==> src/rtl/fa_32.sv <==
// Registered 32-bit ripple adder (sum = a + b + cin) with carry-out and signed-overflow flags.
// Define FA_32_PIPE_EN for a two-stage version that splits the carry chain at bit 16.

module fa_cell (
    input  logic a,
    input  logic b,
    input  logic ci,
    output logic s,
    output logic co
);
    assign s  = a ^ b ^ ci;
    assign co = (a & b) | (ci & (a ^ b));
endmodule

module fa_32 (
    input  logic        clk,
    input  logic        rst_n,
    input  logic [31:0] a,
    input  logic [31:0] b,
    input  logic        cin,
    input  logic        in_valid,
    output logic [31:0] sum,
    output logic        cout,
    output logic        ovf,
    output logic        out_valid
);
`ifdef FA_32_PIPE_EN
    localparam int STAGES = 2;
`else
    localparam int STAGES = 1;
`endif

    logic [31:0] op_a, op_b, ci, co, s;
    logic [15:0] a_hi, b_hi;
    logic        c_mid;
    logic [31:0] res_sum;
    logic        ld_out;
    logic [STAGES:1] vld_pipe;

    // Carry into bit 16 is broken out so the pipelined build can feed it from a register.
    assign op_a = {a_hi, a[15:0]};
    assign op_b = {b_hi, b[15:0]};
    assign ci   = {co[30:16], c_mid, co[14:0], cin};

    generate
        for (genvar i = 0; i < 32; i++) begin : g_cell
            fa_cell u_cell (
                .a  (op_a[i]),
                .b  (op_b[i]),
                .ci (ci[i]),
                .s  (s[i]),
                .co (co[i])
            );
        end
    endgenerate

`ifdef FA_32_PIPE_EN
    logic [15:0] lo_q, a_hi_q, b_hi_q;
    logic        c16_q;

    // Stage 1 loads only on valid cycles so invalid (possibly X) operands never enter.
    always_ff @(posedge clk or negedge rst_n) begin
        if (!rst_n) begin
            lo_q   <= '0;
            c16_q  <= 1'b0;
            a_hi_q <= '0;
            b_hi_q <= '0;
        end else if (in_valid) begin
            lo_q   <= s[15:0];
            c16_q  <= co[15];
            a_hi_q <= a[31:16];
            b_hi_q <= b[31:16];
        end
    end

    assign a_hi    = a_hi_q;
    assign b_hi    = b_hi_q;
    assign c_mid   = c16_q;
    assign res_sum = {s[31:16], lo_q};
    assign ld_out  = vld_pipe[1];
`else
    assign a_hi    = a[31:16];
    assign b_hi    = b[31:16];
    assign c_mid   = co[15];
    assign res_sum = s;
    assign ld_out  = in_valid;
`endif

    always_ff @(posedge clk or negedge rst_n) begin
        if (!rst_n) begin
            vld_pipe <= '0;
        end else begin
            vld_pipe[1] <= in_valid;
            for (int k = 2; k <= STAGES; k++)
                vld_pipe[k] <= vld_pipe[k-1];
        end
    end

    always_ff @(posedge clk or negedge rst_n) begin
        if (!rst_n) begin
            sum  <= '0;
            cout <= 1'b0;
            ovf  <= 1'b0;
        end else if (ld_out) begin
            sum  <= res_sum;
            cout <= co[31];
            ovf  <= ci[31] ^ co[31];
        end
    end

    assign out_valid = vld_pipe[STAGES];
endmodule

==> config.mk <==
export PLATFORM = sky130hd
export DESIGN_NAME = fa_32
export DESIGN_NICKNAME = d
export VERILOG_FILES = /design/src/rtl/fa_32.sv
export SDC_FILE = /design/constraint.sdc
export NUM_CORES = 1
export LEC_CHECK = 0
export BUFFER_PORTS_ARGS = -buffer_cell sky130_fd_sc_hd__clkbuf_2
export CAP_MARGIN = 10
export CORE_MARGIN = 2
export CORE_UTILIZATION = 45
export CTS_BUF_LIST = sky130_fd_sc_hd__clkbuf_16
export CTS_CLUSTER_DIAMETER = 100
export DETAILED_ROUTE_END_ITERATION = 8
export PLACE_DENSITY = 0.91
export SETUP_SLACK_MARGIN = 0.05
export SLEW_MARGIN = 10
export SYNTH_ARGS = -nofsm -noshare
export SYNTH_HDL_FRONTEND = slang
export SYNTH_SLANG_ARGS = --single-unit
export TNS_END_PERCENT = 1
==> constraint.sdc <==
create_clock -name clk -period 1.7 [get_ports clk]
set_input_delay 0.425 -clock clk [delete_from_list [all_inputs] [get_ports clk]]
set_output_delay 0.425 -clock clk [all_outputs]
set_load 0.1 [all_outputs]
; ---- Word-level counts from Yosys, hierarchy flattened
; Index checks and enable logic that the tools add are counted.
[word_totals]
mem_count = 0
latchBits = 0
out_inout_bits = 35
word_cells = 165
ff_bits = 35
ramBits = 0
mem_bits_ro = 0
[classes]
div = 0
n_bitwise = 161
n_lt_le_gt_ge = 0
n_mux = 0
addsub = 0
shift = 0
reduce_logical = 0
n_mul = 0
n_eq_ne = 0
[ops]
columns = operator, count
row1 = bitwise XOR 1 bit, 65
row2 = bitwise AND 1 bit, 64
row3 = OR 1 bit, 32

; ---- Longest topological paths before layout
; Gate-level depths: netlist (run 1).
[depth]
ltp_word = 66
mapped_depth = 37

; ---- Cells and area by module
; From an unflattened synthesis (run 1), not the netlist that was laid out.
[unflattened]
hier_cells = 107
hier_area_um2 = 2082.0
[modules_own_cells]
columns = mod, instances, cells_per_inst, area_per_inst_um2
row1 = fa_32, 1, 75, 1441.4
row2 = fa_cell, 32, 1, 20.0

; ---- Worst setup path before layout (run 1)
; Ideal clock, no wire load.
[synth_timing]
path_type = input to register
startpoint = input port a[0]
endpoint = register ovf
t_required_ps = 1574
n_path_buf = 0
path_slack_ps = -11097
stages = 37
arrival_time_ps = 12671
cell_sequence = fa_1 fa_1 fa_1 fa_1 fa_1 fa_1 fa_1 fa_1 fa_1 fa_1 fa_1 fa_1 fa_1 fa_1 fa_1 fa_1 fa_1 fa_1 fa_1 fa_1 fa_1 fa_1 fa_1 fa_1 fa_1 fa_1 fa_1 fa_1 fa_1 inv_1 fa_1 inv_1 fa_1 inv_1 fa_1 xnor2_1 mux2_4
[synth_between]
elab_chain_cells = 66
[synth_lines]
columns = item, line
row1 = from (decl), 18  ; input logic [31:0] a,
row2 = bitwise XOR 1 bit, 12  ; assign co = (a & b) | (ci & (a ^ b));
row3 = bitwise AND 1 bit, 12
row4 = OR 1 bit (*), 12
row5 = bitwise AND 1 bit (*), 12
row6 = OR 1 bit (*), 12
row7 = bitwise AND 1 bit (*), 12
row8 = OR 1 bit (*), 12
row9 = bitwise AND 1 bit (*), 12
row10 = (+50 left out), -
row11 = OR 1 bit (*), 12
row12 = bitwise AND 1 bit (*), 12
row13 = OR 1 bit (*), 12
row14 = bitwise AND 1 bit (*), 12
row15 = OR 1 bit (*), 12
row16 = bitwise AND 1 bit, 12
row17 = OR 1 bit, 12
row18 = bitwise XOR 1 bit (*), 107  ; ovf <= ci[31] ^ co[31];
row19 = to (signal assigned), 107
row20 = to (decl), 24  ; output logic ovf,
; Every way passes the cells marked *; elsewhere a longest branch is shown, timed or not.
; A chain may end at the register's enable or synchronous reset.

; ---- Worst setup path after layout (run 1)
; Same ends and word-level chain as after synthesis.

==> summary.txt, run 1 <==
Outcome
  • Outcome: finished, violations left
  • Failing checks: setup timing

Global routing
  • Initial antenna violation count: 0
  • GRT overflow: 0
  • GR Util All Layers: 16.64%
  • Largest net degree at the start of global routing: 38
  • First-pass GRT wire length: 6561 µm
  • Vias in the first global route: 1467

Yosys
  • Post-synthesis sequential area ratio: 41.94%
  • Flops & latches, synth: 35
  • Synth Area in Adders: 30.68%
  • Synthesized Nets: 216
  • Avg Inst Size Synth: 18.00 µm²
  • Largest family of logic cells by synthesized area: adder cells
  • Yosys warns: 0
  • Mapped cell area: 0.002088 mm²
  • Post-synthesis compound-gate area fraction: 0.4793%
  • Syn Inst Count: 116
  • XOR/XNOR Fraction of Synth Area: 0.4194%
  • Multiplexer share of the synthesized area: 21.69%
  • Post-Synth Simple-Gate Area: 0.3595%
  • Synth cell types: 11

Finish
  • Area Overhead vs Synth: 38.23%
  • Final Non-Filler Cells: 277
  • Most common cell after layout, fill and taps aside: clkbuf_2
  • Post-layout nets: 324
  • Ant diodes: 0
  • Share of layout cells above drive strength 1: 78.22%
  • Most frequent cells in the layout: clkbuf_2, dfrtp_1, mux2_4, fa_2, inv_1
  • Final instance area: 0.002887 mm²
  • Layout Utilization: 65.39%

Critical path
  • Reg2reg end: sum[16]
  • Slowest cell on crit path: fa_2
  • Crit Path Class: primary input to register
  • CP dominant cell by count: fa_2
  • Worst-path fanout max: 2
  • FF-to-FF path depth: 1
  • Worst setup EP type: register
  • Critical path launch point: a[0]
  • Crit path arrival time: 11880 ps
  • Flop2flop setup slack: 920 ps
  • Startpoint class of the critical path: primary input
  • CP max stage delay: 390 ps
  • Worst path required time: 1850 ps
  • Worst r2r src: sum[16]

Place
  • RD Place Congestion: 0.7988
  • Placed inst area: 0.002711 mm²
  • Pre-CTS setup slack: -10400 ps
  • Dpl cells: 269
  • I/O Buffers: 102
  • Post-DP HPWL: 3260 µm

Detailed routing
  • Vias per cell: 4.762
  • DRT iter0 DRCs: 30
  • First-pass DRT Iterations: 3
  • Final wirelength: 3997 µm
  • WL per Instance: 14.43 µm
  • Via count: 1319
  • DR DRC count: 0
  • Residual antenna-violating net count after detailed routing: 0

Floorplanning
  • Die height: 72.12 µm
  • Core Region: 0.004414 mm²
  • Row cnt: 24
  • Die Wd: 72.12 µm
  • Initial core utilization: 47.31%
  • Die Area: 0.005201 mm²
  • I/O pin count: 103

CTS
  • Max H-tree Level: 2
  • Clock Sinks: 35
  • Root Buffer: clkbuf_16
  • CTS tree: built
  • Hold Buf Count CTS: 0
  • Inserted Clock Buffers: 5
  • Clk Latency, worst-skew pair: 270 ps
  • Clock Tree Buf Depth: 2
  • Post-CTS Setup Bufs: 0
  • Clk slew on worst S/H paths: 50 ps

STA
  • Final hold violations: 0
  • Worst Skew: 0 ps
  • Setup_tns: -173250 ps
  • Final hold slack: 89.46 ps
  • Min Tclk post-route: 11730 ps
  • FMAX: 85.27 MHz
  • Fin. max-slew vios: 0
  • Worst-Margin Slew: 550.4 ps
  • Slew margin rel.: 63.46%
  • RSZ-0062 raised after global routing: yes
  • Final Cycle Share: 689.8%
  • Endpoints failing setup: 32
  • Final WS setup: -10030 ps

Min path
  • Worst min-delay path category: primary input to asynchronous set/reset pin

Power
  • Max VDD drop: 0.7332 mV
  • Pwr dens: 1498 mW/mm²
  • Pleak: 1.441 nW
  • Total power: 4.324 mW

Run
  • Max Cap Viol: 0
[power breakdown]
part	switching (mW)	total, mW	leakage [nW]	internal [mW]
Clock	0.294	0.819	0.0701	0.525
Sequential	0.115	1.15	0.408	1.03
Combinational	1.80	2.36	0.963	0.557
[routing by layer]
metal | track usage [%] | wire length [µm]
met1 | 20.77 | 1631
met2 | 27.93 | 1964
met3 | 5.139 | 381
met4 | 5.031 | 19
met5 | 0 | 0
[cells by family (layout without fill, tap and decap cells)]
| group | after synthesis | count (layout) |
|---|---|---|
| xor+xnor | 1 | 1 |
| simple gates | 2 | 2 |
| buf+inv | 12 | 121 |
| flops | 35 | 35 |
| mux | 32 | 32 |
| compound gates | 2 | 2 |
| fa+ha+maj | 32 | 32 |
[repair_timing]
item | in CTS | in global routing
gates resized for setup | 9 | 3
cloned | 0 | 0
setup endpoints to repair | 32 | 32
pin swaps | 2 | 0
[registers in the layout, summed over array words and instances (netlist names)]
| name | flops |
|---|---|
| sum | 32 |
| out_valid | 1 |
| cout | 1 |
| ovf | 1 |
[Yosys cell counts]
library cell	number	share of area [%]
mux2_2	6	3.2
mux2i_1	1	0.48
buf_6	2	1.1
xnor2_1	1	0.42
fa_1	32	31
mux2_4	25	18
nor2_1	2	0.36
a21oi_1	2	0.48
inv_1	8	1.4
buf_12	2	1.9
dfrtp_1	35	42
[area by class of cell]
cell class              instances  area (µm²)
fillers                       332        1528
multi-input cells              69        1227
flip-flops and latches         35       875.8
repair buffers                105       551.8
clock buffers                   5       125.1
well taps                      52       65.06
inverters                       8       30.03
clock inverters                 3       11.26
[worst max-delay path, delay by kind of cell]
kind	cells	cell delay [ps]
fa+ha+maj	32	10830
buf+inv	4	270
mux	1	250
xor+xnor	1	80
[worst max-delay path by stage]
stage,depth (start not counted),end,slack (ps)
after floorplan,37,ovf,-9940
after global placement,38,ovf,-10350
after detailed placement,38,ovf,-10400
after CTS,38,ovf,-10070
after global routing,38,ovf,-10320
final,38,ovf,-10030
(Power assumes the default switching activity.)
==> run 2, diff against run 1 <==
SYNTH_HIERARCHICAL = 1   (was not set)
==> summary.txt, run 2 <==
Finish
  • Ant diodes: 0 (unchanged)
  • Layout Utilization: 65.05% (-0.34 points)
  • Post-layout nets: 315 (-2.8%)
  • Most frequent cells in the layout: clkbuf_2, dfrtp_1, mux2_4, fa_2, clkbuf_16
  • Share of layout cells above drive strength 1: 81.02% (+2.8 points)
  • Largest register FFs: 32 (unchanged)
  • Final Non-Filler Cells: 268 (-3.2%)
  • Top reg by flops: sum
  • Area Overhead vs Synth: 37.92%
  • Most common cell after layout, fill and taps aside: clkbuf_2

Yosys
  • Synthesized Nets: 207 (-4.2%)
  • Post-synthesis sequential area ratio: 42.07% (+0.13 points)
  • Syn Inst Count: 107 (-7.8%)
  • Most area-consuming cells after synthesis: dfrtp_1, fa_1, mux2_4
  • Mapped cell area: 0.002082 mm² (-0.30%)
  • Ys flop type: dfrtp_1
  • Avg Inst Size Synth: 19.46 µm² (+8.1%)
  • Yosys top cell by area: dfrtp_1
  • Flops & latches, synth: 35 (unchanged)
  • Top-area cell type share of the netlist area: 42.07% (+0.13 points)
  • Yosys warns: 6 (+6)
  • Post-synth EDFFs: 0 (unchanged)
  • Synth cell types: 9 (-2)
  • Post-synthesis async set-or-reset flop share: 100.0% (unchanged)
  • Most frequent cell after synthesis: dfrtp_1
  • Commonest cells in the synthesized netlist: dfrtp_1, fa_1, mux2_4, mux2_2, buf_12

STA
  • Setup_tns: -176430 ps (-3181 ps)
  • Fin. max-slew vios: 0 (unchanged)
  • Worst Skew: 0 ps (unchanged)
  • Slew margin rel.: 63.42% (about the same)
  • Endpoints failing setup: 32 (unchanged)
  • FMAX: 83.10 MHz (-2.5%)
  • Final hold slack: 87.08 ps (-2.386 ps)
  • Final hold violations: 0 (unchanged)
  • Final Cycle Share: 707.8% (+18 points)
  • Worst-Margin Slew: 551.1 ps (+0.6828 ps)
  • Min Tclk post-route: 12030 ps (+305.9 ps)
  • RSZ-0062 raised after global routing: yes
  • Final WS setup: -10330 ps (-305.9 ps)

CTS
  • Root Buffer: clkbuf_16
  • Clk Latency, worst-skew pair: 270 ps (about the same)
  • Clk slew on worst S/H paths: 50 ps (about the same)
  • Inserted Clock Buffers: 5 (unchanged)
  • CTS tree: built
  • Clock Sinks: 35 (unchanged)
  • Clock Tree Buf Depth: 2 (unchanged)
  • Max H-tree Level: 2 (unchanged)
  • Hold Buf Count CTS: 0 (unchanged)

Detailed routing
  • Via count: 1255 (-4.9%)
  • DR DRC count: 0 (unchanged)
  • First-pass DRT Iterations: 3 (unchanged)
  • WL per Instance: 15.86 µm (+9.9%)
  • DRT iter0 DRCs: 34 (+13%)
  • Residual antenna-violating net count after detailed routing: 0 (unchanged)
  • Vias per cell: 4.683 (-1.7%)
  • Final wirelength: 4250 µm (+6.3%)

Floorplanning
  • Die Wd: 72.02 µm (-0.14%)
  • Row cnt: 24 (unchanged)
  • I/O pin count: 103 (unchanged)
  • Initial core utilization: 47.17% (-0.14 points)
  • Die height: 72.02 µm (-0.14%)
  • Die Area: 0.005187 mm² (-0.28%)
  • Core Region: 0.004414 mm² (unchanged)

Global routing
  • GRT overflow: 0 (unchanged)
  • First-pass GRT wire length: 6755 µm (+3.0%)
  • GR Util All Layers: 17.75% (+1.1 points)
  • Initial antenna violation count: 0 (unchanged)
  • Largest net degree at the start of global routing: 37 (-2.6%)
  • Vias in the first global route: 1387 (-5.5%)

Power
  • P_int: 2.126 mW (+0.55%)
  • Clock share of power: 19.0% (about the same)
  • Pleak: 1.407 nW (-2.4%)
  • Total power: 4.353 mW (+0.66%)
  • Switching Share: 51.15% (+0.053 points)
  • Combinational share of power: 54.6% (about the same)
  • Seq pwr share: 26.4% (about the same)
  • Pwr dens: 1516 mW/mm² (+1.2%)
  • Sw Pwr: 2.226 mW (+0.77%)
  • Max VDD drop: 0.7936 mV (+8.2%)

Place
  • RD Place Congestion: 0.6835 (-14%)
  • Post-DP HPWL: 3497 µm (+7.3%)
  • Dpl cells: 259 (-3.7%)
  • I/O Buffers: 102 (unchanged)

Critical path
  • Worst-path fanout max: 2 (unchanged)
  • CP dominant cell by count: fa_2
  • CP max stage delay: 410 ps (+20 ps)
  • Crit path arrival time: 12190 ps (+310 ps)
  • Startpoint class of the critical path: primary input
  • Slowest cell on crit path: fa_2
  • Crit Path Class: primary input to register
  • Critical path launch point: a[0]
  • Worst setup EP type: register
  • Worst r2r src: sum[10]
  • Worst path required time: 1850 ps (about the same)

Run
  • Max Cap Viol: 0 (unchanged)

Min path
  • Worst min-delay path category: primary input to asynchronous set/reset pin

Outcome
  • Failing checks: setup timing
  • Outcome: finished, violations left
-- run 2: timing repair --
| action | in CTS | in global routing |
|---|---|---|
| endpoints found under the setup margin | 32 | 32 |
| gates cloned | 0 | 0 |
| setup buffers | 1 | 0 |
| gates resized for setup | 4 | 3 |
| pin swaps | 3 | 0 |
-- run 2: worst paths after layout --
kind	end	slack, ps	cells past startpoint
worst max-delay path	sum[31]	-10330	34
worst min-delay path	sum[14]	90	1
worst max register to register	sum[10]	920	1
worst min register to register	sum[17]	510	1
max in group asynchronous	sum[27]	1160	2
min in group clk	sum[17]	510	1
-- run 2: metrics by stage --
step	instance area, µm²	setup slack, ps
after floorplan	2157	-10190
after global placement	2701	-10500
after detailed placement	2701	-10760
after CTS	2858	-10370
after global routing	2872	-10520
final	2872	-10330
-- run 2: routing by layer --
metal,global-route usage [%],share of wire (%)
met2,28.70,51
met1,22.92,41
met3,6.667,7.6
met4,4.403,0.64
met5,0,0
-- run 2: logic make-up (layout without fill, tap and decap cells) --
logic type / after synthesis / count (layout) / synth area share (%)
xor gates and xnor gates: 1 / 1 / 0.4207
buffers and inverters: 4 / 113 / 3.426
AOI/OAI and AO/OA: 1 / 1 / 0.2402
DFF: 35 / 35 / 42.07
adders and majority gates: 32 / 32 / 30.77
and+or+nand+nor: 1 / 1 / 0.1801
muxes: 33 / 33 / 22.90
-- run 2: power by group through the flow --
stage	Combinational, mW	Sequential, mW	Clock [mW]
after floorplan	0.466	2.61	0
after global placement	2.32	1.15	0
after detailed placement	2.37	1.16	0
after CTS	2.39	1.15	0.850
after global routing	2.47	1.18	0.903
final	2.38	1.15	0.826
-- run 2: area by class of cell --
cell class / count / area [µm²]
Tap cell: 52 / 65.06
Clock inverter: 3 / 11.26
Multi-Input combinational cell: 68 / 1230
Clock buffer: 5 / 125.1
Fill cell: 325 / 1543
Timing Repair Buffer: 105 / 564.3
Sequential cell: 35 / 875.8
-- run 2: worst max-delay path, delay by kind of cell --
kind | cells | cell delay (ps)
buffers and inverters | 1 | 90
muxes | 1 | 260
adders and majority gates | 32 | 11400
